`config.mk`:
```
export PLATFORM = sky130hd
export DESIGN_NAME = ex_stage_flat
export DESIGN_NICKNAME = d
export VERILOG_FILES = /design/src/rtl/ex_if.sv /design/src/rtl/ex_stage.sv /design/src/flat_wrapper.sv
export SDC_FILE = /design/constraint.sdc
export NUM_CORES = 1
export LEC_CHECK = 0
export CAP_MARGIN = 20
export CORE_AREA = 2 2 234 236
export CTS_CLUSTER_SIZE = 12
export DETAILED_ROUTE_END_ITERATION = 10
export DIE_AREA = 0 0 236 238
export GPL_TIMING_DRIVEN = 0
export HOLD_SLACK_MARGIN = 0.15
export SLEW_MARGIN = 20
export SYNTH_ARGS = -nofsm -noshare
export SYNTH_HDL_FRONTEND = slang
export SYNTH_SLANG_ARGS = --single-unit
```
`constraint.sdc`:
```
create_clock -name clk -period 7.8 [get_ports clk]
set_input_delay 0.78 -clock clk [delete_from_list [all_inputs] [get_ports clk]]
set_output_delay 0.78 -clock clk [all_outputs]
set_load 0.02 [all_outputs]
```
`src/rtl/ex_if.sv`:
```
// ID/EX-to-EX/MEM bundle for the execute stage: pipeline-register fields in,
// execute results out.
interface ex_if;
    logic        stall_in;
    logic [4:0]  opcode;
    logic [31:0] rd1;
    logic [31:0] rd2;
    logic [31:0] sign_ext_imm;
    logic [31:0] pc_plus_4;
    logic        interrupt;
    logic        cmp;
    logic        returni;
    logic        call;
    logic        mem_addr_sel;
    logic [1:0]  sp_sel;
    logic        mem_wr;
    logic        mem_rd;
    logic        reg_wr;
    logic [31:0] alu_result;
    logic [31:0] mem_addr;
    logic [31:0] mem_wdata;
    logic        mem_wr_g;
    logic        mem_rd_g;
    logic        reg_wr_g;
    logic [3:0]  flags;
    logic [31:0] sp_out;
    logic        ex_busy;

    modport master (
        output stall_in, opcode, rd1, rd2, sign_ext_imm, pc_plus_4,
               interrupt, cmp, returni, call, mem_addr_sel, sp_sel,
               mem_wr, mem_rd, reg_wr,
        input  alu_result, mem_addr, mem_wdata, mem_wr_g, mem_rd_g,
               reg_wr_g, flags, sp_out, ex_busy
    );

    modport slave (
        input  stall_in, opcode, rd1, rd2, sign_ext_imm, pc_plus_4,
               interrupt, cmp, returni, call, mem_addr_sel, sp_sel,
               mem_wr, mem_rd, reg_wr,
        output alu_result, mem_addr, mem_wdata, mem_wr_g, mem_rd_g,
               reg_wr_g, flags, sp_out, ex_busy
    );
endinterface

```
`src/rtl/ex_stage.sv`:
```
// Execute stage: combinational ALU/address/store-data path, stack pointer,
// condition flags with interrupt save/restore, and a 32-step shift-add multiplier.
module ex_stage #(
    parameter logic [31:0] SP_INIT = 32'h0000_FFFC
) (
    input  logic clk,
    input  logic rst_n,
    ex_if.slave  bus
);
    typedef enum logic [1:0] {S_IDLE, S_BUSY, S_DONE} mul_state_t;

    mul_state_t  state_reg, state_next;
    logic [31:0] mcand_reg, mcand_next;
    logic [31:0] mplier_reg, mplier_next;
    logic [31:0] acc_reg, acc_next;
    logic [5:0]  count_reg, count_next;
    logic [31:0] sp_reg;
    logic [3:0]  flags_reg;
    logic [3:0]  saved_flags_reg;

    logic        is_mul;
    logic        busy;
    logic        advance;
    logic        use_imm;
    logic [31:0] op_b;
    logic [4:0]  shamt;
    logic [32:0] diff;
    logic [3:0]  cmp_flags;

    assign is_mul  = (bus.opcode == 5'd13);
    assign advance = !bus.stall_in && !busy;
    assign use_imm = (bus.opcode >= 5'd9 && bus.opcode <= 5'd12) || (bus.opcode >= 5'd14);
    assign op_b    = use_imm ? bus.sign_ext_imm : bus.rd2;
    assign shamt   = op_b[4:0];

    // rd1 - rd2 as rd1 + ~rd2 + 1 so bit 32 is the no-borrow carry
    assign diff      = {1'b0, bus.rd1} + {1'b0, ~bus.rd2} + 33'd1;
    assign cmp_flags = {diff[31],
                        (diff[31:0] == 32'd0),
                        diff[32],
                        (bus.rd1[31] != bus.rd2[31]) && (diff[31] != bus.rd1[31])};

    always_comb begin
        bus.alu_result = 32'd0;
        case (bus.opcode)
            5'd0:    bus.alu_result = 32'd0;
            5'd1:    bus.alu_result = bus.rd1 + op_b;
            5'd2:    bus.alu_result = bus.rd1 - op_b;
            5'd3:    bus.alu_result = bus.rd1 & op_b;
            5'd4:    bus.alu_result = bus.rd1 | op_b;
            5'd5:    bus.alu_result = bus.rd1 ^ op_b;
            5'd6:    bus.alu_result = bus.rd1 << shamt;
            5'd7:    bus.alu_result = bus.rd1 >> shamt;
            5'd8:    bus.alu_result = $unsigned($signed(bus.rd1) >>> shamt);
            5'd9:    bus.alu_result = bus.rd1 + op_b;
            5'd10:   bus.alu_result = bus.rd1 & op_b;
            5'd11:   bus.alu_result = bus.rd1 | op_b;
            5'd12:   bus.alu_result = op_b << 16;
            5'd13:   bus.alu_result = acc_reg;
            default: bus.alu_result = bus.rd1 + op_b;
        endcase
    end

    always_comb begin
        if (!bus.mem_addr_sel)
            bus.mem_addr = bus.rd1 + bus.sign_ext_imm;
        else if (bus.sp_sel == 2'b01)
            bus.mem_addr = sp_reg - 32'd4;
        else
            bus.mem_addr = sp_reg;
    end

    assign bus.mem_wdata = (bus.call || bus.interrupt) ? bus.pc_plus_4 : bus.rd2;
    assign bus.mem_wr_g  = bus.mem_wr && !busy;
    assign bus.mem_rd_g  = bus.mem_rd && !busy;
    assign bus.reg_wr_g  = bus.reg_wr && !busy;
    assign bus.flags     = flags_reg;
    assign bus.sp_out    = sp_reg;
    assign bus.ex_busy   = busy;

    always_comb begin
        state_next  = state_reg;
        mcand_next  = mcand_reg;
        mplier_next = mplier_reg;
        acc_next    = acc_reg;
        count_next  = count_reg;
        busy        = 1'b0;
        case (state_reg)
            S_IDLE: begin
                if (is_mul) begin
                    busy        = 1'b1;
                    mcand_next  = bus.rd1;
                    mplier_next = bus.rd2;
                    acc_next    = 32'd0;
                    count_next  = 6'd0;
                    state_next  = S_BUSY;
                end
            end
            S_BUSY: begin
                // A MUL that vanished from EX was flushed; abandon the product.
                if (!is_mul) begin
                    state_next = S_IDLE;
                end else begin
                    busy = 1'b1;
                    if (mplier_reg[0])
                        acc_next = acc_reg + mcand_reg;
                    mcand_next  = mcand_reg << 1;
                    mplier_next = mplier_reg >> 1;
                    count_next  = count_reg + 6'd1;
                    if (count_reg == 6'd31)
                        state_next = S_DONE;
                end
            end
            S_DONE:  state_next = S_IDLE;
            default: state_next = S_IDLE;
        endcase
    end

    always_ff @(posedge clk or negedge rst_n) begin
        if (!rst_n) begin
            state_reg  <= S_IDLE;
            mcand_reg  <= 32'd0;
            mplier_reg <= 32'd0;
            acc_reg    <= 32'd0;
            count_reg  <= 6'd0;
        end else begin
            state_reg  <= state_next;
            mcand_reg  <= mcand_next;
            mplier_reg <= mplier_next;
            acc_reg    <= acc_next;
            count_reg  <= count_next;
        end
    end

    always_ff @(posedge clk or negedge rst_n) begin
        if (!rst_n) begin
            sp_reg          <= SP_INIT;
            flags_reg       <= 4'd0;
            saved_flags_reg <= 4'd0;
        end else if (advance) begin
            case (bus.sp_sel)
                2'b01:   sp_reg <= sp_reg - 32'd4;
                2'b10:   sp_reg <= sp_reg + 32'd4;
                default: sp_reg <= sp_reg;
            endcase
            if (bus.returni)
                flags_reg <= saved_flags_reg;
            else if (bus.cmp)
                flags_reg <= cmp_flags;
            if (bus.interrupt)
                saved_flags_reg <= flags_reg;
        end
    end
endmodule

```
`src/flat_wrapper.sv`:
```
// flat-port wrapper written by rule: the top's interface ports become plain ports
module ex_stage_flat 
#(
    parameter logic [31:0] SP_INIT = 32'h0000_FFFC
)
  (clk, rst_n, bus_stall_in, bus_opcode, bus_rd1, bus_rd2, bus_sign_ext_imm, bus_pc_plus_4, bus_interrupt, bus_cmp, bus_returni, bus_call, bus_mem_addr_sel, bus_sp_sel, bus_mem_wr, bus_mem_rd, bus_reg_wr, bus_alu_result, bus_mem_addr, bus_mem_wdata, bus_mem_wr_g, bus_mem_rd_g, bus_reg_wr_g, bus_flags, bus_sp_out, bus_ex_busy);
  ex_if bus_i ();
  input  logic clk;
  input  logic rst_n;
  input wire logic [$bits(bus_i.stall_in)-1:0] bus_stall_in;
  input wire logic [$bits(bus_i.opcode)-1:0] bus_opcode;
  input wire logic [$bits(bus_i.rd1)-1:0] bus_rd1;
  input wire logic [$bits(bus_i.rd2)-1:0] bus_rd2;
  input wire logic [$bits(bus_i.sign_ext_imm)-1:0] bus_sign_ext_imm;
  input wire logic [$bits(bus_i.pc_plus_4)-1:0] bus_pc_plus_4;
  input wire logic [$bits(bus_i.interrupt)-1:0] bus_interrupt;
  input wire logic [$bits(bus_i.cmp)-1:0] bus_cmp;
  input wire logic [$bits(bus_i.returni)-1:0] bus_returni;
  input wire logic [$bits(bus_i.call)-1:0] bus_call;
  input wire logic [$bits(bus_i.mem_addr_sel)-1:0] bus_mem_addr_sel;
  input wire logic [$bits(bus_i.sp_sel)-1:0] bus_sp_sel;
  input wire logic [$bits(bus_i.mem_wr)-1:0] bus_mem_wr;
  input wire logic [$bits(bus_i.mem_rd)-1:0] bus_mem_rd;
  input wire logic [$bits(bus_i.reg_wr)-1:0] bus_reg_wr;
  output wire logic [$bits(bus_i.alu_result)-1:0] bus_alu_result;
  output wire logic [$bits(bus_i.mem_addr)-1:0] bus_mem_addr;
  output wire logic [$bits(bus_i.mem_wdata)-1:0] bus_mem_wdata;
  output wire logic [$bits(bus_i.mem_wr_g)-1:0] bus_mem_wr_g;
  output wire logic [$bits(bus_i.mem_rd_g)-1:0] bus_mem_rd_g;
  output wire logic [$bits(bus_i.reg_wr_g)-1:0] bus_reg_wr_g;
  output wire logic [$bits(bus_i.flags)-1:0] bus_flags;
  output wire logic [$bits(bus_i.sp_out)-1:0] bus_sp_out;
  output wire logic [$bits(bus_i.ex_busy)-1:0] bus_ex_busy;
  assign bus_i.stall_in = bus_stall_in;
  assign bus_i.opcode = bus_opcode;
  assign bus_i.rd1 = bus_rd1;
  assign bus_i.rd2 = bus_rd2;
  assign bus_i.sign_ext_imm = bus_sign_ext_imm;
  assign bus_i.pc_plus_4 = bus_pc_plus_4;
  assign bus_i.interrupt = bus_interrupt;
  assign bus_i.cmp = bus_cmp;
  assign bus_i.returni = bus_returni;
  assign bus_i.call = bus_call;
  assign bus_i.mem_addr_sel = bus_mem_addr_sel;
  assign bus_i.sp_sel = bus_sp_sel;
  assign bus_i.mem_wr = bus_mem_wr;
  assign bus_i.mem_rd = bus_mem_rd;
  assign bus_i.reg_wr = bus_reg_wr;
  assign bus_alu_result = bus_i.alu_result;
  assign bus_mem_addr = bus_i.mem_addr;
  assign bus_mem_wdata = bus_i.mem_wdata;
  assign bus_mem_wr_g = bus_i.mem_wr_g;
  assign bus_mem_rd_g = bus_i.mem_rd_g;
  assign bus_reg_wr_g = bus_i.reg_wr_g;
  assign bus_flags = bus_i.flags;
  assign bus_sp_out = bus_i.sp_out;
  assign bus_ex_busy = bus_i.ex_busy;
  ex_stage #(.SP_INIT(SP_INIT)) u_core (.clk(clk), .rst_n(rst_n), .bus(bus_i));
endmodule
```
==> flow_metrics.env, run 1 <==
export IMPL_synthXorXnorAreaFrac=0.07868
export IMPL_hold_buffers=0
export IMPL_synth_cell_types=96
export IMPL_max_cap_viol_count=0
export IMPL_dpl_instance_area_um2=23980
export IMPL_async_flop_share=1.000
export IMPL_tightest_slew_ns=1.167
export IMPL_syn2layout_area_growth_pct=22.28
export IMPL_critical_path_class="primary input to output port"
export IMPL_antenna_found_initial=2
export IMPL_cp_start_kind="primary input"
export IMPL_grt_use_total=0.4005
export IMPL_route_vias_total=24410
export IMPL_timing_setup_tns_ns=0
export IMPL_finalClockSkew_ns=0.01210
export IMPL_cts_buffers=17
export IMPL_grt_pass1_vias=22560
export IMPL_p_clk_frac=0.194
export IMPL_htreeDepth=4
export IMPL_p_comb_frac=0.578
export IMPL_port_buffers=276
export IMPL_synth_top_family_by_area="compound AO/OA/AOI/OAI gates"
export IMPL_slew_limit_headroom=0.2218
export IMPL_grt_max_degree=91
export IMPL_pwr_density_cell_nw_per_um2=179.5
export IMPL_drtIter0Drc=3011
export IMPL_dp_hpwl_mm=94.05
export IMPL_synthAdderAreaFrac=0.1221
export IMPL_numClockSinks=142
export IMPL_fin_cells=3782
export IMPL_design_area_um2=24790
export IMPL_syn_inst=2772
export IMPL_ios=282
export IMPL_yosysSeqAreaShare=0.1761
export IMPL_arrival_ns=6.91
export IMPL_path_max_fanout=10
export IMPL_synth_cell_area_um2=20270
export IMPL_min_path_type="primary input to asynchronous set/reset pin"
export IMPL_cts_clk_slew_worst_paths_ns=0.08
export IMPL_nets=3413
export IMPL_start_util=0.3790
export IMPL_p_sw_w=0.002163
export IMPL_synth_warnings=0
export IMPL_synth_compound_area_share=0.2876
export IMPL_fp_row_count=85
export IMPL_synth_area_mux_share=0.08171
export IMPL_fmax_ghz=0.1300
export IMPL_ys_flop_type="dfrtp_1"
export IMPL_drc=0
export IMPL_die_y_um=238
export IMPL_layout_drive_gt1_share=0.06712
export IMPL_avgSynthCellArea_um2=7.314
export IMPL_grt_pass1_wl_mm=162.9
export IMPL_p_int_w=0.002288
export IMPL_grt_ovfl_total=0
export IMPL_place_inst=3747
export IMPL_core_area_um2=53500
export IMPL_synth_simple_area_share=0.1932
export IMPL_clkLatencyLatePin_ns=0.49
export IMPL_required_ns=7.02
export IMPL_fin_total_pwr_w=0.004451
export IMPL_hold_violations=0
export IMPL_first_pass_iters=10
export IMPL_design_die_area_um2=56170
export IMPL_synth_edf_count=0
export IMPL_drt_total_wl_mm=116.1
export IMPL_clock_path_buffers=2
export IMPL_post_route_period_util=0.9861
export IMPL_maxSlewViolCount=0
export IMPL_ir_drop_mv=0.2229
export IMPL_p_leak_nw=10.64
export IMPL_viasPerCell=6.453
export IMPL_ant_nets=0
export IMPL_wl_per_cell_um=30.69
export IMPL_status="complete, no violations"
export IMPL_power_share_sequential=0.228
export IMPL_fill_cells=5394
export IMPL_finalSetupViolCount=0
export IMPL_synth_seq_cells=142
export IMPL_clock_root_buffer="clkbuf_16"
export IMPL_worst_setup_path_end_kind="output port"
export IMPL_period_needed_ns=7.692
export IMPL_post_route_util=0.4634
export IMPL_cts_tree="yes"
export IMPL_gp_congestion=1.066
export IMPL_die_w_um=236
export IMPL_switching_share=0.4860
## metrics by stage
step,setup WS (ns),hold slack [ns]
3_5_place_dp,-1.442,0.4710
2_1_floorplan,1.539,0.4488
5_1_grt,-0.01467,0.2257
4_1_cts,0.02292,0.2003
6_report,0.1085,0.2028
3_3_place_gp,-1.593,0.4616
## area by class of cell
class                      instances  area, um^2  area share
timing repair buffer             280        2836      0.1144
clock inverter                    15       166.4    0.006712
multi-input combinational       2327       15670      0.6322
antenna                            2       5.005   0.0002019
sequential                       142        3571      0.1440
inverter                         146       548.0     0.02211
buffer                           157       695.7     0.02806
clock buffer                      17       425.4     0.01716
tap                              696       870.8     0.03513
## final timing paths
check                      cells past startpoint                         startpoint                                end  slack, ns
setup / recovery                              24                      bus_opcode[1]                 bus_alu_result[24]       0.11
hold / removal                                 1                              rst_n  u_core.bus.sp_out[19]$_DFFE_PN0P_       0.20
setup reg to reg                              13      u_core.acc_reg[0]$_DFFE_PN0P_     u_core.acc_reg[30]$_DFFE_PN0P_       4.14
hold reg to reg                                2  u_core.mplier_reg[25]$_DFFE_PN0P_  u_core.mplier_reg[25]$_DFFE_PN0P_       0.48
max in group asynchronous                      2                              rst_n    u_core.mcand_reg[7]$_DFFE_PN0P_       6.75
min in group clk                               2  u_core.mplier_reg[25]$_DFFE_PN0P_  u_core.mplier_reg[25]$_DFFE_PN0P_       0.48
## routing by layer
layer	vias up	GRT usage	routed length (um)	part of all wire
met5	-	0	9	0.000078
met4	2	0.1834	6009	0.052
met3	311	0.1059	12510	0.11
met2	1498	0.5855	47990	0.41
met1	11890	0.5483	49540	0.43
li1	10710	-	-	-
## power by group through the flow
stage / Combinational (W) / Clock [W] / Sequential, W
finish: 0.00257 / 0.000865 / 0.00101
global route: 0.00269 / 0.000904 / 0.00103
CTS: 0.00249 / 0.000881 / 0.00101
detailed placement: 0.00245 / 0 / 0.00103
global placement: 0.00244 / 0 / 0.00102
floorplan: 0.00137 / 0 / 0.00105
## worst max-delay path, cell delays in order
cell             delay (ns)
clkdlybuf4s50_1        0.55
buf_2                  0.27
inv_1                  0.13
a21boi_4               0.18
nor2_4                 0.07
buf_8                  0.19
mux2i_2                0.44
clkbuf_2               0.42
buf_2                  0.44
a21oi_1                0.14
xnor2_1                0.26
ha_1                   0.32
a21oi_2                0.21
o211ai_1               0.16
o211ai_1               0.20
a31oi_4                0.16
o21ai_4                0.30
a21oi_1                0.18
a21oi_1                0.25
o21bai_1               0.09
a21oi_1                0.17
xor2_1                 0.33
o221ai_1               0.24
dlygate4sd2_1          0.39
## timing repair
item / 4_1_cts / 5_1_grt
endpoints found under the setup margin: 22 / 13
pin swaps: 1 / 2
resized for setup: 33 / 20
buffers inserted: 2 / 0
## cells in the mapped netlist (all sizes together) (49+ instances only)
cell	instances	share of area
a21o	49	0.018
a21oi	289	0.071
buf	53	0.014
clkbuf	105	0.019
dfrtp	128	0.16
ha	193	0.12
inv	145	0.027
mux2i	103	0.054
nand2	306	0.057
nand3	58	0.014
nor2	252	0.048
nor3	79	0.020
o21ai	271	0.067
xnor2	114	0.050
xor2	66	0.029
## cell usage in the layout, fill, tap and decap left out, types with 15 or more instances in the layout
cell type,n
a211oi_1,25
a21o_1,49
a21oi_1,288
a221oi_1,19
a222oi_1,16
a22o_1,16
a22oi_1,18
a31oi_1,31
and3_1,23
buf_2,27
clkbuf_1,102
clkbuf_16,17
clkdlybuf4s50_1,264
dfrtp_1,128
ha_1,193
inv_1,137
mux2_2,45
mux2i_1,88
nand2_1,306
nand2b_1,25
nand3_1,58
nor2_1,248
nor2b_1,16
nor3_1,77
nor4_1,15
o2111ai_1,15
o211ai_1,35
o21a_1,19
o21ai_0,254
o21ai_1,15
o22ai_1,27
xnor2_1,113
xor2_1,66
## cells by family (layout without fill, tap and decap cells)
group           Yosys count  after routing
compound gates          939            939
simple gates            860            860
buf+inv                 304            615
fa+ha+maj               196            196
xor+xnor                180            180
mux                     150            150
flops                   142            142
other cells               1              4
Power figures use the tool's default switching activity.
==> inputs of run 2 (changes only) <==
- CAP_MARGIN: 20 -> not set
- HOLD_SLACK_MARGIN: 0.15 -> 0.02
==> results of run 2 <==
Final layout, timing and power as in run 1 (identical DEF).
